`src/rtl/circuito_pwm_pkg.sv`:
```
// Shared constants and helpers for the servo PWM generator.
// Latency: n/a (package only).
// Backpressure: n/a.
package circuito_pwm_pkg;

  // Default period: 20 ms at 50 MHz.
  localparam int unsigned PERIODO_PADRAO = 32'd1000000;

  // Default high times, 20 deg to 160 deg in 20 deg steps at 50 MHz.
  localparam int unsigned LARGURA_000_PADRAO = 32'd55556;
  localparam int unsigned LARGURA_001_PADRAO = 32'd61111;
  localparam int unsigned LARGURA_010_PADRAO = 32'd66667;
  localparam int unsigned LARGURA_011_PADRAO = 32'd72222;
  localparam int unsigned LARGURA_100_PADRAO = 32'd77778;
  localparam int unsigned LARGURA_101_PADRAO = 32'd83333;
  localparam int unsigned LARGURA_110_PADRAO = 32'd88889;
  localparam int unsigned LARGURA_111_PADRAO = 32'd94444;

  // Counter width for a modulo-m counter, never narrower than one bit.
  function automatic int unsigned calc_cw(input int unsigned m);
    int unsigned w;
    w = $clog2(m);
    return (w < 1) ? 1 : w;
  endfunction

endpackage

```
`src/rtl/circuito_pwm_contador_m.sv`:
```
// Modulo-M free-running up counter with a terminal-count flag.
// Latency: count advances every clock; fim is combinational on the current count.
// Backpressure: none, the counter never stalls.
module contador_m
  import circuito_pwm_pkg::*;
#(
  parameter int unsigned M = PERIODO_PADRAO,
  parameter int unsigned W = calc_cw(M)
) (
  input  logic         clock,
  input  logic         reset,
  output logic [W-1:0] count,
  output logic         fim
);

  // Terminal count: the next clock returns the counter to zero.
  assign fim = (count == W'(M - 1));

  // Count up, wrapping from M-1 back to 0.
  always_ff @(posedge clock or negedge reset) begin
    if (!reset) begin
      count <= '0;
    end else if (fim) begin
      count <= '0;
    end else begin
      count <= count + W'(1);
    end
  end

endmodule

```
`src/rtl/circuito_pwm.sv`:
```
// Servo PWM: one pulse per conf_periodo clocks, width chosen from eight values by largura.
// Latency: pwm is registered, rising one clock after the counter reaches zero.
// Backpressure: none; largura is quasi-static. Macro CIRCUITO_PWM_SYNC_UPDATE_EN
//   selects width update at the period boundary; undefined gives pass-through.
module circuito_pwm
  import circuito_pwm_pkg::*;
#(
  parameter int unsigned conf_periodo = PERIODO_PADRAO,
  parameter int unsigned largura_000  = LARGURA_000_PADRAO,
  parameter int unsigned largura_001  = LARGURA_001_PADRAO,
  parameter int unsigned largura_010  = LARGURA_010_PADRAO,
  parameter int unsigned largura_011  = LARGURA_011_PADRAO,
  parameter int unsigned largura_100  = LARGURA_100_PADRAO,
  parameter int unsigned largura_101  = LARGURA_101_PADRAO,
  parameter int unsigned largura_110  = LARGURA_110_PADRAO,
  parameter int unsigned largura_111  = LARGURA_111_PADRAO
) (
  input  logic       clock,
  input  logic       reset,
  input  logic [2:0] largura,
  output logic       pwm
);

  localparam int unsigned CW = calc_cw(conf_periodo);

  logic [CW-1:0] contagem;
  logic          fim;
  logic [31:0]   largura_mux;
  logic [31:0]   largura_ativa;

  contador_m #(
    .M (conf_periodo),
    .W (CW)
  ) u_contador (
    .clock (clock),
    .reset (reset),
    .count (contagem),
    .fim   (fim)
  );

  // Select the high time for the requested position.
  always_comb begin
    largura_mux = largura_000;
    case (largura)
      3'b000:  largura_mux = largura_000;
      3'b001:  largura_mux = largura_001;
      3'b010:  largura_mux = largura_010;
      3'b011:  largura_mux = largura_011;
      3'b100:  largura_mux = largura_100;
      3'b101:  largura_mux = largura_101;
      3'b110:  largura_mux = largura_110;
      default: largura_mux = largura_111;
    endcase
  end

`ifdef CIRCUITO_PWM_SYNC_UPDATE_EN
  // Latch the new width only on the wrap so a pulse in progress is never altered.
  always_ff @(posedge clock or negedge reset) begin
    if (!reset) begin
      largura_ativa <= largura_000;
    end else if (fim) begin
      largura_ativa <= largura_mux;
    end
  end
`else
  // Width follows the selector directly; a change can reshape the current pulse.
  assign largura_ativa = largura_mux;
`endif

  // High while the count is below the active width; widths >= period keep it high.
  always_ff @(posedge clock or negedge reset) begin
    if (!reset) begin
      pwm <= 1'b0;
    end else begin
      pwm <= (32'(contagem) < largura_ativa);
    end
  end

endmodule

```
`config.mk`:
```
export PLATFORM = sky130hd
export DESIGN_NAME = circuito_pwm
export DESIGN_NICKNAME = d
export VERILOG_FILES = /design/src/rtl/circuito_pwm_pkg.sv /design/src/rtl/circuito_pwm_contador_m.sv /design/src/rtl/circuito_pwm.sv
export SDC_FILE = /design/constraint.sdc
export NUM_CORES = 1
export LEC_CHECK = 0
export CORE_AREA = 4 4 72 58
export DETAILED_ROUTE_END_ITERATION = 7
export DIE_AREA = 0 0 76 62
export PLACE_DENSITY_LB_ADDON = 0.3
export SYNTH_ARGS = -nofsm -noshare
export SYNTH_HDL_FRONTEND = slang
export SYNTH_SLANG_ARGS = --single-unit
```
`constraint.sdc`:
```
create_clock -name clock -period 5.35 [get_ports clock]
set_clock_uncertainty 0.05 [all_clocks]
set_input_delay 1.07 -clock clock [delete_from_list [all_inputs] [get_ports clock]]
set_output_delay 1.07 -clock clock [all_outputs]
set_load 0.1 [all_outputs]
```
==> impl_results.md <==
* Routed Antenna Nets at 0
* Number of flops mapped to enable cells by yosys at 0
* Die Width at around 76 um
* Max cap viols at 0
* DRC at 0
* Max-slew violation count at 0
* Syn Area/Cell at between 9 and 10 sq um
* Syn. warnings at 0
* Max clock buf depth at 2
* Hpwl dp at 2450 um
* Layout cell share with drive strength beyond 1 at 8.93%
* I/O pins at 6
* N_diodes at 0
* P per Cell Area at 180 mW/mm^2
* Pin count of the biggest net entering global routing at 22
* Pint at 0.224 mW
* Total power at 0.297 mW
* Global-route usage over all layers at 14.1%
* Async S/R FF share, synth at 100%
* Initial antenna violation count at 0
* Nets at 191
* First drt pass iteration count at 4
* Cts bufs inserted at 3
* Via count at 1,159
* WL/cell at 14.5 um
* Num rows at 19
* Post-CTS setup buffer count at 0
* Clock latency on the worst-skew pair at between 0.2 and 0.3 ns
* Final hold vios at 0
* Post_cts resized at 0
* Status: completed
* Req. time, crit path at 5.46 ns
* Initial Util at 43.3%
* Mapped Nets at between 150 and 200
* Global-route wire length before repair at ~5400 um
* # clock sinks at 21
* Unrepaired setup endpoints after global routing: no
* Cells after synthesis at between 150 and 200
* Library cells used by synthesis at 34
* Period utilization at 59.0%
* Static Leakage at 0.753 nW
* Final Core Density at 47.2%
* Die Area at approximately 0.0047 sq mm
* Seq/Total Area, Yosys at about a third
* Data arrival, critical path at 3.26 ns
* Crit-path max FO at 15
* Post-synthesis cell area at 0.00151 sq mm
* Count leader, synth: dfrtp_1
* PortBufs at 5
* Via-per-instance ratio at 5.52
* Setup Viol. Count Final at 0
* CTS Hold Bufs at 0
* Vias in the first global route at ~1,100
* Die height at 62 um
* CP startpoint kind: primary input
* Minimum clock period at 3.15 ns
* Share of Yosys cell area claimed by the top area cell type at 34.7%
* CTS tree: done
* Hold WS at roughly 0.43 ns
* Fmax at approximately 0.32 GHz
* Comb pwr share at 11.7%
* TNS Setup at 0 ns
* HP Class: flip-flop to flip-flop
* Filler cells at ~350
* Detailed Route Iter0 Violations at 76
* WL final at 3050 um
* Synth Register Bits at 21
* Synth Flop Type: dfrtp_1
* Clock power frac at a little over a third
* Element type at the critical path end: flip-flop
* Clock transition at path regs at 0.08 ns
* Setup CP Type: primary input to flip-flop
* GRT overflow at 0
* Synth area leader: dfrtp_1
* Core ar. at 0.00349 sq mm
* Leading post-synthesis cells by cell area: dfrtp_1 35%, ha_1 14%, xnor2_1 6.4%, nand3_1 5.0%, nor2_1 5.0%
* Seq pwr share at 53.5%
* Synth top cells by count: 21 x dfrtp_1, 20 x nor2_1, 17 x ha_1, 15 x nand3_1, 14 x nand2_1
* Sw Ratio at between 20% and 30%
* Final Wtd Congestion at 0.809
* Switch Pwr at just over 0.07 mW
* Layout area overhead at 9.10%
* Slew headroom at 35.6%
* Root buffer cell: clkbuf_8
* H-tree levels at 1
* Max VDD drop at ~0.11 mV
* Worst-Margin Slew at about 0.96 ns
metal layers:
layer / part of all wire [%] / global-route usage [%] / vias to the layer above / wire, um
met5: 0 / 0 / - / 0
met4: 0 / 1.52 / 0 / 0
met3: 4.1 / 3.60 / 0 / 124
met2: 46 / 23.4 / 15 / 1410
met1: 50 / 19.4 / 549 / 1510
li1: - / - / 595 / -
final timing paths:
path | start | end | slack (ns) | depth (start not counted)
max | largura[0] | pwm | 2.20 | 10
min | u_contador.count[17] | u_contador.count[17] | 0.43 | 1
max reg2reg | u_contador.count[0] | u_contador.count[5] | 3.41 | 4
min reg2reg | u_contador.count[17] | u_contador.count[17] | 0.43 | 1
max in group asynchronous | reset | u_contador.count[4] | 3.40 | 1
min in group asynchronous | reset | u_contador.count[19] | 1.28 | 1
cell type report:
cell class                      instances  area, sq um  share of cell area, %
Tap cell                               42         52.6                   3.18
Multi-Input combinational cell        133          957                   58.0
Inverter                                5         18.8                   1.14
Clock inverter                          1         5.00                  0.303
Timing Repair Buffer                    5         50.0                   3.03
Sequential cell                        21          526                   31.8
Clock buffer                            3         41.3                   2.50
stage by stage:
step / worst slack [ns] / cell area [sq um] / cells
finish: 2.20 / 1650 / 210
global route: 2.07 / 1650 / 210
CTS: 2.22 / 1650 / 210
detailed placement: 1.94 / 1600 / 206
global placement: 2.06 / 1600 / 206
floorplan: 2.56 / 1510 / 162
power by group through the flow:
stage          logic (mW)  registers, mW  clock network (mW)
5_1_grt            0.0402          0.159               0.115
4_1_cts            0.0351          0.159               0.108
6_report           0.0346          0.159               0.104
3_3_place_gp       0.0334          0.162                   0
3_5_place_dp       0.0348          0.162                   0
2_1_floorplan      0.0233          0.162                   0
logic make-up (layout without fill, tap and decap cells):
group	Yosys count	after routing	synth area share [%]
AOI/OAI and AO/OA	26	26	10.8
xor gates and xnor gates	19	19	11.0
DFF	21	21	34.7
buffers and inverters	8	14	1.99
and+or+nand+nor	71	71	27.5
adders and majority gates	17	17	14.1
placed cells by master, fill, tap and decap left out, drive strengths merged, types with 8 or more instances in the layout:
cell type and instances:
xor2 8, ha 17, nand2 14, nor2 20, xnor2 11, dfrtp 21, nand3 16, o21ai 10
sequential cells by signal, summed over array words and instances, names as in the netlist:
| signal | cells |
|---|---|
| u_contador.count | 20 |
| pwm | 1 |
worst max-delay path, cell delays in order:
cell and delay, ns:
clkdlybuf4s50_1 0.77, nor2_1 0.13, xnor2_1 0.23, inv_1 0.07, ha_1 0.29, nand4_1 0.09
nor4_1 0.30, o211ai_1 0.15, nand3_1 0.10, a21oi_1 0.06
Power figures use the tool's default switching activity.
